`src/rtl/program_loader.sv`:
```
`default_nettype none
// ============================================================================
// Module   : program_loader
// Purpose  : Boot-time loader: frames a byte stream into words, writes them to
//            the instruction store from address 0 and checks an XOR checksum.
// Revision : 1.0  initial release
// ============================================================================
module program_loader #(
  parameter int DATA_WIDTH    = 32,
  parameter int ADDRESS_WIDTH = 4
) (
  input  logic                     clock,
  input  logic                     reset,
  input  logic                     start,
  input  logic [7:0]               in_data,
  input  logic                     in_valid,
  output logic                     in_ready,
  output logic                     write_enable,
  output logic [ADDRESS_WIDTH-1:0] write_address,
  output logic [DATA_WIDTH-1:0]    write_data,
  output logic                     busy,
  output logic                     done,
  output logic                     error
);

  localparam int BYTES     = DATA_WIDTH / 8;
  localparam int MAX_WORDS = ((2 ** ADDRESS_WIDTH) < 255) ? (2 ** ADDRESS_WIDTH) : 255;
  localparam int BC_W      = (BYTES > 1) ? $clog2(BYTES) : 1;
  localparam logic [BC_W-1:0] C_LAST_BYTE = BC_W'(BYTES - 1);

  typedef enum logic [1:0] {
    ST_IDLE   = 2'd0,
    ST_LENGTH = 2'd1,
    ST_DATA   = 2'd2,
    ST_CHECK  = 2'd3
  } state_t;

  state_t                     r_state;
  state_t                     w_next;
  logic [7:0]                 r_length;
  logic [7:0]                 r_word_count;
  logic [BC_W-1:0]            r_byte_count;
  logic [7:0]                 r_checksum;
  logic [DATA_WIDTH-1:0]      r_word;
  logic                       r_write_enable;
  logic [ADDRESS_WIDTH-1:0]   r_write_address;
  logic [DATA_WIDTH-1:0]      r_write_data;
  logic                       r_done;
  logic                       r_error;

  logic                       w_active;
  logic                       w_accept;
  logic                       w_len_ok;
  logic                       w_last_byte;
  logic                       w_last_word;
  logic [DATA_WIDTH-1:0]      w_shifted;

  // Handshake readiness is purely a state decode so upstream never sees a
  // combinational path from in_valid back to in_ready.
  assign w_active    = (r_state != ST_IDLE);
  assign w_accept    = in_valid && w_active;
  assign w_len_ok    = (in_data != 8'd0) && ({24'd0, in_data} <= 32'(MAX_WORDS));
  assign w_last_byte = (r_byte_count == C_LAST_BYTE);
  assign w_last_word = (r_word_count == (r_length - 8'd1));
  // Little-endian assembly: bytes enter at the top and drift down, so the
  // first byte of a word ends up in bits [7:0].
  assign w_shifted   = (r_word >> 8) | (DATA_WIDTH'(in_data) << (DATA_WIDTH - 8));

  assign in_ready      = w_active;
  assign busy          = w_active;
  assign write_enable  = r_write_enable;
  assign write_address = r_write_address;
  assign write_data    = r_write_data;
  assign done          = r_done;
  assign error         = r_error;

  always_ff @(posedge clock or negedge reset) begin
    if (!reset) begin
      r_state <= ST_IDLE;
    end else begin
      r_state <= w_next;
    end
  end

  always_comb begin
    w_next = r_state;
    case (r_state)
      ST_IDLE: begin
        if (start) w_next = ST_LENGTH;
      end
      ST_LENGTH: begin
        if (w_accept) w_next = w_len_ok ? ST_DATA : ST_IDLE;
      end
      ST_DATA: begin
        if (w_accept && w_last_byte && w_last_word) w_next = ST_CHECK;
      end
      ST_CHECK: begin
        if (w_accept) w_next = ST_IDLE;
      end
      default: w_next = ST_IDLE;
    endcase
  end

  always_ff @(posedge clock or negedge reset) begin
    if (!reset) begin
      r_length        <= 8'd0;
      r_word_count    <= 8'd0;
      r_byte_count    <= '0;
      r_checksum      <= 8'd0;
      r_word          <= '0;
      r_write_enable  <= 1'b0;
      r_write_address <= '0;
      r_write_data    <= '0;
      r_done          <= 1'b0;
      r_error         <= 1'b0;
    end else begin
      r_write_enable <= 1'b0;
      r_done         <= 1'b0;
      case (r_state)
        ST_IDLE: begin
          if (start) begin
            r_error      <= 1'b0;
            r_checksum   <= 8'd0;
            r_byte_count <= '0;
            r_word_count <= 8'd0;
          end
        end
        ST_LENGTH: begin
          if (w_accept) begin
            if (w_len_ok) begin
              r_length <= in_data;
            end else begin
              r_error <= 1'b1;
              r_done  <= 1'b1;
            end
          end
        end
        ST_DATA: begin
          if (w_accept) begin
            r_checksum <= r_checksum ^ in_data;
            r_word     <= w_shifted;
            if (w_last_byte) begin
              r_byte_count    <= '0;
              r_write_enable  <= 1'b1;
              r_write_data    <= w_shifted;
              r_write_address <= ADDRESS_WIDTH'(r_word_count);
              r_word_count    <= r_word_count + 8'd1;
            end else begin
              r_byte_count <= r_byte_count + 1'b1;
            end
          end
        end
        ST_CHECK: begin
          if (w_accept) begin
            r_done  <= 1'b1;
            r_error <= (in_data != r_checksum);
          end
        end
        default: ;
      endcase
    end
  end

endmodule
`default_nettype wire

```
`config.mk`:
```
export PLATFORM = sky130hd
export DESIGN_NAME = program_loader
export DESIGN_NICKNAME = d
export VERILOG_FILES = /design/src/rtl/program_loader.sv
export SDC_FILE = /design/constraint.sdc
export NUM_CORES = 1
export LEC_CHECK = 0
export CAP_MARGIN = 20
export CORE_ASPECT_RATIO = 2
export CORE_UTILIZATION = 55
export CTS_BUF_LIST = sky130_fd_sc_hd__clkbuf_16
export CTS_CLUSTER_DIAMETER = 50
export DETAILED_ROUTE_END_ITERATION = 6
export PLACE_DENSITY = 0.8
export SYNTH_ARGS = -nofsm -noshare
export SYNTH_HDL_FRONTEND = slang
export SYNTH_SLANG_ARGS = --single-unit
```
`constraint.sdc`:
```
create_clock -name clock -period 2 [get_ports clock]
set_clock_uncertainty 0.2 [all_clocks]
set_input_delay 0.4 -clock clock [delete_from_list [all_inputs] [get_ports clock]]
set_output_delay 0.4 -clock clock [all_outputs]
set_load 0.005 [all_outputs]
```
==> results of run 1 <==
[cells by family after synthesis]
kind of cell	after synthesis
AO/OA/AOI/OAI	38
XOR/XNOR	25
adder cells (fa/ha/maj)	3
buffers and inverters	26
flip-flops	91
multiplexers	29
AND/OR/NAND/NOR	181
[what timing repair did]
item	in CTS	in global routing
pin swaps	0	4
endpoints found under the setup margin	6	8
hold buffers	1	0
buffers inserted	2	1
cloned	0	1
endpoints found under the hold margin	28	0
resized for setup	5	3
[critical path, cell delays in order]
cell and delay [ns]:
sky130_fd_sc_hd__clkdlybuf4s50_1 0.47, sky130_fd_sc_hd__nor4_4 0.34, sky130_fd_sc_hd__xnor2_2 0.20, sky130_fd_sc_hd__nand4_4 0.21, sky130_fd_sc_hd__mux2_4 0.35
[per-layer routing]
layer  vias to the layer above  track usage (%)  wire (um)  part of all wire, %
met1                      1494             25.9       3300                   38
met3                        23             4.61        217                  2.5
met5                         -                0          0                    0
met2                        69             43.5       4750                   55
met4                         0             13.8        317                  3.7
li1                       1461                -          -                    -
[final cells by class]
| cell class | count | area share (%) |
|---|---|---|
| inverters | 9 | 0.644 |
| flip-flops and latches | 91 | 43.5 |
| clock inverters | 7 | 1.76 |
| well taps | 90 | 2.15 |
| repair buffers | 88 | 15.9 |
| multi-input cells | 277 | 31.8 |
| clock buffers | 9 | 4.29 |
[metrics by stage]
step / instance area (sq um) / setup TNS, ns
after global routing: 5250 / 0
after CTS: 5220 / 0
after detailed placement: 4860 / -10.14
final: 5250 / 0
after floorplan: 4030 / 0
after global placement: 4860 / -6.64
[flip-flops by register name, indices dropped and copies added (netlist names), named ones only]
name and flops:
write_data 32, write_address 4, r_word 24, r_length 8, r_word_count 8, r_state 1, r_byte_count 2, r_checksum 8
done 1, error 1, write_enable 1
[worst min-delay path by stage]
stage | cells after the start | startpoint | endpoint
2_1_floorplan | 0 | reset | asynchronous set/reset pin
3_3_place_gp | 1 | reset | write_data[6]
3_5_place_dp | 1 | reset | r_word[14]
4_1_cts | 2 | r_word[13] | write_data[5]
5_1_grt | 2 | r_word[8] | write_data[0]
6_report | 2 | r_word[13] | write_data[5]
[power by group through the flow]
stage                     logic [mW]  registers [mW]  clock network [mW]
after detailed placement        1.14            2.42                   0
after global routing            1.35            2.41                1.89
after CTS                       1.22            2.37                1.82
after floorplan                0.787            2.33                   0
after global placement          1.10            2.39                   0
final                           1.22            2.38                1.78
[placed cells by master, fill, tap and decap left out, types with 3 or more instances in the layout]
master / synthesis / layout
sky130_fd_sc_hd__nand2_1: 131 / 131
sky130_fd_sc_hd__dfrtp_1: 91 / 89
sky130_fd_sc_hd__clkdlybuf4s50_1: 0 / 49
sky130_fd_sc_hd__buf_4: 2 / 33
sky130_fd_sc_hd__mux2_2: 24 / 24
sky130_fd_sc_hd__xnor2_1: 16 / 16
sky130_fd_sc_hd__a21oi_1: 13 / 13
sky130_fd_sc_hd__o21ai_0: 12 / 12
sky130_fd_sc_hd__inv_1: 9 / 9
sky130_fd_sc_hd__nor3_1: 9 / 9
sky130_fd_sc_hd__nor2_1: 10 / 9
sky130_fd_sc_hd__clkbuf_16: 0 / 9
sky130_fd_sc_hd__xor2_1: 8 / 8
sky130_fd_sc_hd__nand3_1: 7 / 7
sky130_fd_sc_hd__mux2_4: 5 / 5
sky130_fd_sc_hd__nand4_1: 5 / 5
sky130_fd_sc_hd__and2_1: 4 / 4
sky130_fd_sc_hd__o21ai_1: 3 / 3
sky130_fd_sc_hd__nor4_1: 3 / 3
sky130_fd_sc_hd__nand2b_1: 3 / 3
sky130_fd_sc_hd__buf_12: 0 / 3
==> results summary, run 1 <==
The critical path arrival is 1.96 ns. The via-per-instance ratio is ~5.3. The area of the placeable core came out at roughly 7000 sq um.

The worst hold slack is 0.267 ns. The mean routed wirelength per cell came out at 15.0 um. The relative contribution of combinational cells to total power is 22.7%. The number of core rows came out at 43. The slack of the worst reg-to-reg path came out at 0.15 ns. The HPWL after detailed placement is just under 6000 um. The via count of the routed design is 3047. The detail route stage leaves a number of antenna-violating nets equal to 0. After synthesis, the largest family of logic cells by area is simple AND/OR/NAND/NOR gates. The starting density of the core is 57.7%. The number of antenna violations at the first check in global routing is 0.

Measured against the total synthesized area, the mux share comes to about 8.6%. The setup path with the least slack is of type in -> reg. Yosys attributes the largest share of cell area to sky130_fd_sc_hd__dfrtp_1, sky130_fd_sc_hd__nand2_1, sky130_fd_sc_hd__mux2_2.

The worst register-to-register path ends at r_state[0]. The fraction of synthesized cell area taken by the top area cell type came out at 56.5%. The source-to-sink clock delay at the later pin of the worst-skew pair came out at 0.34 ns. The clock passes through at most 2 buffers. The overall die area is ~7700 sq um. The areal power density over the cells is 1030 nW/um^2. The worst setup path is launched from a primary input. The synthesized-area fraction occupied by ao, oa, aoi and oai cells is 5.55%. In the post-synthesis netlist, the cell with the most instances is sky130_fd_sc_hd__nand2_1. Before antenna repair, the detailed router went through 4 iterations. Global routing consumed, over all layers together, between 20 and 25% of the routing resources. The minimum setup slack in the final design came out at 0.0556 ns. The first element of the critical path is in_data[3]. The number of remaining DRC errors came out at 0.

In this run, synthesis inferred 0 flip-flops with an integrated enable. The switching power came out at 1.51 mW. At the pin with the least slew margin, the transition time is 0.440 ns. The maximum number of pins on one net before global-route repair came out at 38. The number of pins exceeding their max-slew limit in the final report was 0. The global-route wire length before repair came out at 14000 um.

The headroom to the max-slew limit is between 70% and 80%. The fraction of layout instances using a drive strength above 1 is 19.5%. The congestion estimate from routability-driven global placement came to around 0.85. The die is approximately 120 um tall. The reported max-cap violation count came out at 0. For this run the aggregate overflow at the end of global routing stands at 0.

The number of buffers inserted by port buffering came out at 52. The tree is rooted in a sky130_fd_sc_hd__clkbuf_16. The ratio of final minimum period to clock period is 97.2%. The distinct cell type count after synthesis came out at 39. Net switching is 28.2% of the power. The number of buffers created by CTS is 9. The final non-filler cell total is roughly 570. The internal cell power is slightly below 4 mW. The post-place setup slack is -0.361 ns. Setup repair after global routing left no endpoint under its margin. The number of register bits inferred by synthesis came out at just over 90. Measured in cells, the most critical reg-to-reg path has a length of 5. The final critical delay including setup and external delays came out at 1.94 ns. The count of synthesis-stage warnings from yosys came out at 0. The number of nets in the layout came out at 491. The power consumption is 5.38 mW. The fraction of the yosys area taken by sequential cells is between 50 and 60%. The number of top-level pins is 53. The adder and majority cell fraction of the synthesized area is 0.931%.

STA classifies the critical path endpoint as a register. 0 antenna diodes ended up in the layout. The largest driver fanout on the critical path is 5. The static power due to leakage is around 2.6 nW. The synthesized netlist cell count is between 300 and 400. The DRC violation total after the first TritonRoute iteration came out at around 170. The capture point of the worst path is r_length[4]. The worst hold path belongs to the class reg -> reg. The achievable clock frequency came out at 514 MHz.

By count the netlist is led by sky130_fd_sc_hd__nand2_1, sky130_fd_sc_hd__dfrtp_1, sky130_fd_sc_hd__mux2_2. The synthesized netlist devotes between 5 and 6% of its cell area to XOR and XNOR gates. The share of power burned in registers came out at approximately 44%.

The leading area contributor after synthesis is sky130_fd_sc_hd__dfrtp_1. The area fraction in and, or, nand and nor cells after synthesis is 20.0%. The power share of the clock group came out at 33.1%. The via count of the first global-routing pass is 3022. The average instance in the mapped netlist occupies approximately 10 sq um.

The most used flip-flop cell after synthesis is sky130_fd_sc_hd__dfrtp_1. The clock transition at the register clock pins on the worst setup and hold paths after CTS came out at 0.06 ns. The worst endpoint required time is 2.02 ns.

The number of hold violations in the final report came out at 0. For this run, asynchronously set or reset flops after synthesis account for between 90% and 100%. The run finished with clean final reports. At the end of the flow the core is filled with cells to 75.0%. The sink count of the clock tree came out at 91. Across the whole layout, storage elements account for 2280 sq um. Synthesis produced a netlist with a net count of 408. Summing all multi-input logic gate instances after layout gives about 1700 sq um. Relative to the synthesized area, the layout overhead comes to 30.1%.

The CTS H-tree depth is 3. The final number of setup-violating endpoints is 0. The maximum ir drop on the vdd rail came out at between 0.0006 and 0.0007 V. The number of placed instances with taps included is 550. After synthesis the cells add up to 4030 sq um. The post-detailed-routing wire length is between 8000 and 9000 um. The floorplan step set the die width to 62.5 um. The worst register-to-register path begins at r_length[2].

TritonCTS built the clock tree. The number of filler instances in the final layout came out at 490.
No activity file was read; power rests on OpenSTA's default activity.
==> inputs of run 2 (changes only) <==
Settings changed: CORE_MARGIN from default to 2, CORE_UTILIZATION 55 to 25, PLACE_DENSITY 0.8 to default.
==> results summary, run 2 (same netlist as run 1, synthesis figures left out) <==
The number of remaining DRC errors is 0. Setup repair after global routing left no endpoint under its margin. The slew at the pin with the worst max-slew slack came out at about 0.50 ns. The first detailed-routing pass took 6 iterations. The total met3 wirelength after detailed routing is approximately 330 um. Summed over all cells, the static leakage comes to 2.58 nW. The flow ran to the end, and the final reports show no timing, DRC or antenna violations. Clock tree synthesis inserted a total of 9 buffers. The wire length on met1 came out at 3680 um.

The mean routed wirelength per cell is 13.7 um. The final critical delay including setup and external delays is 1.93 ns. The worst hold path class is reg -> reg. The detailed placement HPWL is 6870 um. The maximum buffer depth of the clock tree came out at 2. The critical path arrival is 1.95 ns. The area of the placeable core came out at 15800 sq um. The most common cell after layout, fill and taps aside is sky130_fd_sc_hd__nand2_1. On the critical path the largest part of the delay comes from simple AND/OR/NAND/NOR gates.

The ratio of final minimum period to clock period is between 90% and 100%. In this run the remaining antenna-violating nets after routing total 0. The post-place setup slack is -0.318 ns. The logic depth of the worst setup path including buffers came out at 5. The areal power density over the cells came out at 963 nW/um^2. The reported max-cap violation count is 0. The critical path goes through clkdlybuf4s50_1 -> nor4_4 -> xnor2_2 -> nand4_4 -> mux2_4. From synthesis to final layout, the design area changed by 32.9%. The flip-flop count of the largest register, all copies and words added is 32. The largest individual stage delay along the critical path comes from the cell sky130_fd_sc_hd__clkdlybuf4s50_1. The via count of the routed design is 3022. The slack of the worst reg-to-reg path came out at 0.14 ns. The number of hold violations in the final report came out at 0. The number of antenna violations at the first check in global routing is 0. The TritonCTS clock tree is yes.

The number of antenna cells inserted came out at 0. The first routing iteration left a little over 200 violations. STA puts the critical path data required time at 2.02 ns. The post-route cell area is 5360 sq um. In the final design database the tool counted 492 nets.

The via-per-instance ratio came out at approximately 4.4. Setup violations remaining at the end of the flow were counted as 0. In the layout the commonest cells are sky130_fd_sc_hd__nand2_1, sky130_fd_sc_hd__dfrtp_1, sky130_fd_sc_hd__clkdlybuf4s50_1. The number of core rows came out at 65. The global-route wire length before repair is roughly 15000 um. The most critical setup path has its endpoint at r_length[0]. For this run the aggregate overflow at the end of global routing stands at 0.

The sink count of the clock tree came out at 91. The fraction of layout instances using a drive strength above 1 is about a fifth. The die width came out at roughly 94 um.

The achievable clock frequency is 517 MHz. In this run the clock root is driven by a sky130_fd_sc_hd__clkbuf_16. The via count of the first global-routing pass came out at 3192. The critical path starts at in_data[3]. The source-to-sink clock delay at the later pin of the worst-skew pair is 0.33 ns. The worst flop-to-flop path endpoint is r_word_count[7]. The number of buffers and inverters on the critical path is 1. The setup total negative slack is 0 ns.

The starting density of the core is 25.6%. In this run the tightest slew margin relative to its limit is 66.5%. Counting cells, the worst reg-to-reg path comes to 7. The worst setup path is captured at a register.

The cell area after placement came out at approximately 5000 sq um. The CTS H-tree depth is 3. By startpoint and endpoint, the worst setup path is classified as in -> reg. In this run the top signal layer used is met4. The total track usage came out at 11.4%. Of all nets on the critical path, the largest fanout is 5.

The power consumption is 5.16 mW. The maximum ir drop on the vdd rail is roughly 0.00035 V. The overall die area came out at approximately 17000 sq um. The number of buffers inserted by port buffering is 52.

The minimum setup slack in the final design came out at 0.0671 ns. The number of pins exceeding their max-slew limit in the final report is 0. The longest individual stage delay on the worst path is 0.46 ns. The amount of wire on met2 after detailed routing came out at 4970 um. Entering global routing, the biggest net connects 38 pins.

The vertical die dimension came out at 184 um. The number of top-level pins came out at 53. Clock-pin slew was measured on the worst setup and hold paths at roughly 0.06 ns. The global placement routability congestion came out at 0.823. The post-detailed-routing wire length is 9370 um. STA classifies the critical path startpoint as a primary input.
[run 2: worst register-to-register path, stage by stage (launching register included)]
cell	delay [ns]
sky130_fd_sc_hd__dfrtp_2	0.43
sky130_fd_sc_hd__buf_4	0.17
sky130_fd_sc_hd__buf_4	0.15
sky130_fd_sc_hd__nand2b_1	0.19
sky130_fd_sc_hd__a211oi_2	0.27
sky130_fd_sc_hd__nand3_1	0.14
sky130_fd_sc_hd__xor2_1	0.16
sky130_fd_sc_hd__nor2_1	0.05
[run 2: power by group]
| group | switching, mW | internal, mW |
|---|---|---|
| registers | 0.251 | 2.12 |
| clock network | 0.705 | 0.837 |
| logic | 0.583 | 0.659 |
| total | 1.54 | 3.62 |
[run 2: worst min-delay path by stage]
stage / start / slack (ns) / endpoint / cells after the start
floorplan: reset / -0.1 / asynchronous set/reset pin / 0
global placement: reset / 0.20 / write_data[6] / 1
detailed placement: reset / 0.20 / write_data[6] / 1
CTS: r_word[13] / 0.27 / write_data[5] / 2
global route: r_word[13] / 0.28 / write_data[5] / 2
finish: r_word[13] / 0.26 / write_data[5] / 2
[run 2: area by class of cell]
type                       instances  area (sq um)
inverter                           9          33.8
sequential                        91          2280
clock inverter                     7          45.0
multi-input combinational        277          1680
clock buffer                       9           225
timing repair buffer              89           846
tap                              201           251
fill                            1640         10400
[run 2: what timing repair did]
item | CTS | global route
endpoints found under the setup margin | 2 | 7
setup buffers | 2 | 1
pin swaps | 0 | 3
gates cloned | 0 | 1
hold endpoints to repair | 35 | 0
hold buffers | 1 | 0
resized for setup | 6 | 4
[run 2: per-stage QoR]
stage               utilization (%)  std cells  hold WS (ns)
global route                   34.0        683         0.284
floorplan                         -        393       -0.0956
CTS                            33.7        681         0.268
detailed placement             31.8        662         0.204
global placement               31.8        662         0.197
finish                         34.0        683         0.260
[run 2: layer usage]
metal | vias up | GRT usage, %
met5 | - | 0
met4 | 0 | 6.38
met3 | 28 | 2.54
met2 | 73 | 20.2
met1 | 1459 | 12.4
li1 | 1462 | -
==> inputs of run 3 (changes only) <==
Settings changed: CTS_BUF_LIST sky130_fd_sc_hd__clkbuf_16 to sky130_fd_sc_hd__clkbuf_8, SETUP_SLACK_MARGIN from default to 0.05.
==> results summary, run 3 (same netlist as run 1, synthesis figures left out) <==
In this run the clock root is driven by a sky130_fd_sc_hd__clkbuf_8. Setup repair after global routing could not meet its margin everywhere. The number of search-and-repair iterations in the first detailed-routing pass is 4. The worst setup path is launched from a primary input. Across the VDD grid, the largest voltage drop is 0.000324 V. The number of antenna violations at the first check in global routing came out at 0. In the finished design, the share of the clock period the worst path needs comes to 98.4%.

Leaving out fill and tap cells, the most frequent cell in the layout is sky130_fd_sc_hd__nand2_1. The die width came out at 93.8 um. The number of hold violations in the final report was 0. For the worst setup path, the data arrival time is 2.05 ns.

The sink count of the clock tree is 91. The via-per-instance ratio came out at 4.49. The overall die area came out at between 15000 and 20000 sq um. The total track usage is about 11%. The number of pins exceeding their max-slew limit in the final report is 0. The congestion estimate from routability-driven global placement came to 0.823. Dividing the detail-routed wire length by the instance count gives 13.7 um. The wire-length estimate of the detail-placed layout is 6870 um.

The number of filler instances in the final layout is 1655. Final hold analysis gives a worst-case slack of 0.266 ns. The worst setup path is captured at a register. The global-route wire length before repair came out at 15400 um.

For this run, the slowest stage of the critical path takes 0.54 ns. The number of buffer and inverter instances along the worst setup path came out at 1. The final standard cell utilization of the core is 33.4%. The area of the placeable core is 15800 sq um. The DRC violation total after the first TritonRoute iteration is about 190. During placement, the flow inserted port buffers numbering 52. The critical path in this run is classified as in -> reg.

The number of nets in the layout is 492. The post-route netlist has about 20% of its cells at a drive strength greater than 1. The tightest min-delay check is of the reg -> reg type.

The tool flagged a number of max-cap violations equal to 0. Traced cell by cell, the critical path runs through clkdlybuf4s50_1 -> nor2b_2 -> nand3_1 -> nor4_1 -> a31oi_1 -> a21oi_1. During I/O placement, the number of pins put on the boundary was 53. The family of cells with the greatest summed delay on the critical path is simple AND/OR/NAND/NOR gates. Measured against its own limit, the worst slew margin works out to 66.7%. The post-detailed-routing wire length is about 9400 um.

The analysis attributes to cell leakage a power of 2.54 nW. The routed design could run at a clock period as short as 1.97 ns. The number of antenna cells inserted is 0. The number of remaining DRC errors came out at 0. The source-to-sink clock delay at the later pin of the worst-skew pair came out at 0.37 ns.

In this run the power density over the cells is approximately 900 nW/um^2. In the final timing run, aggregate negative setup slack is 0 ns. The total congestion overflow after global routing came out at 0.

In this run the worst path has a maximum fanout of 4. The slew at the pin with the worst max-slew slack came out at approximately 0.5 ns. The worst endpoint required time came out at 2.08 ns.

The via count of the routed design is 3068. The achievable clock frequency is 508 MHz. TritonCTS built the clock tree.

The final antenna-violating net count is 0. The maximum number of pins on one net before global-route repair came out at 38. The clock transition at the register clock pins on the worst setup and hold paths after CTS came out at 0.09 ns. On the critical path, the stage with the largest delay is an instance of sky130_fd_sc_hd__clkdlybuf4s50_1.

The vertical die dimension came out at 184 um. The library cells used most frequently in the layout, excluding fill and tap cells, are sky130_fd_sc_hd__nand2_1, sky130_fd_sc_hd__dfrtp_1, sky130_fd_sc_hd__clkdlybuf4s50_1. The flip-flop count of the largest register, all copies and words added came out at 32.

The CTS H-tree depth is 3. The floorplan has 65 rows. The maximum buffer depth of the clock tree came out at 2.

The run finished with clean final reports. The starting density of the core came out at 25.6%. The via count of the first global-routing pass came out at approximately 3.2k. The final number of setup-violating endpoints is 0.

Registers take 2280 sq um. The layout-stage area growth over the synthesis result is 30.6%. Buffers inserted during clock tree synthesis total 9.

The multi-input gate area in the final layout came out at 1680 sq um.
## run 3: changes by cell type in the layout (fill, tap and decap cells not counted), sizes merged
cell,delta
clkbuf,+1
clkinv,-1
## run 3: final cells by class
cell class                 count  share of cell area [%]
clock buffer                  10                    2.61
clock inverter                 6                   0.784
inverter                       9                   0.641
multi-input combinational    277                    31.9
sequential                    91                    43.3
tap                          201                    4.77
timing repair buffer          89                    16.1
## run 3: timing repair
action | 4_1_cts | 5_1_grt
resized for setup | 7 | 3
pin swaps | 0 | 3
hold buffers | 1 | 0
endpoints found under the setup margin | 3 | 8
buffers inserted | 2 | 1
cloned | 0 | 1
endpoints found under the hold margin | 35 | 0
## run 3: power breakdown
group	total (mW)	internal, mW	switching (mW)
clock network	1.14	0.485	0.657
logic	1.25	0.660	0.591
registers	2.37	2.12	0.252
## run 3: path summary, 6_finish.rpt
path                                  from       endpoint  slack (ns)  depth (start not counted)
worst max-delay path              in_valid     r_state[0]        0.03                          6
worst min-delay path            r_word[13]  write_data[5]        0.27                          2
worst max register to register  r_state[0]     r_state[0]        0.08                          6
worst min register to register  r_word[13]  write_data[5]        0.27                          2
max in group asynchronous            reset   write_enable        0.73                          3
min in group asynchronous            reset  write_data[6]        0.34                          2
## run 3: tightest hold or removal path: cells and delay by family (launching register included)
family | cells | cell delay (ns)
flops | 1 | 0.34
simple gates | 2 | 0.09
## run 3: metrics by stage
step / total power [mW] / std cells / area, sq um / setup WS, ns
after floorplan: 3.12 / 393 / 4030 / 0.234
after global placement: 3.53 / 662 / 5020 / -0.282
after detailed placement: 3.60 / 662 / 5020 / -0.318
after CTS: 4.79 / 681 / 5230 / 0.0650
after global routing: 5.03 / 683 / 5270 / 0.00679
final: 4.76 / 683 / 5270 / 0.0327
## run 3: metal layers
layer / vias up / part of all wire (%) / GRT usage (%)
li1: 1467 / - / -
met1: 1488 / 39 / 12.3
met2: 89 / 53 / 20.1
met3: 24 / 4.5 / 2.79
met4: 0 / 3.9 / 6.03
met5: - / 0 / 0
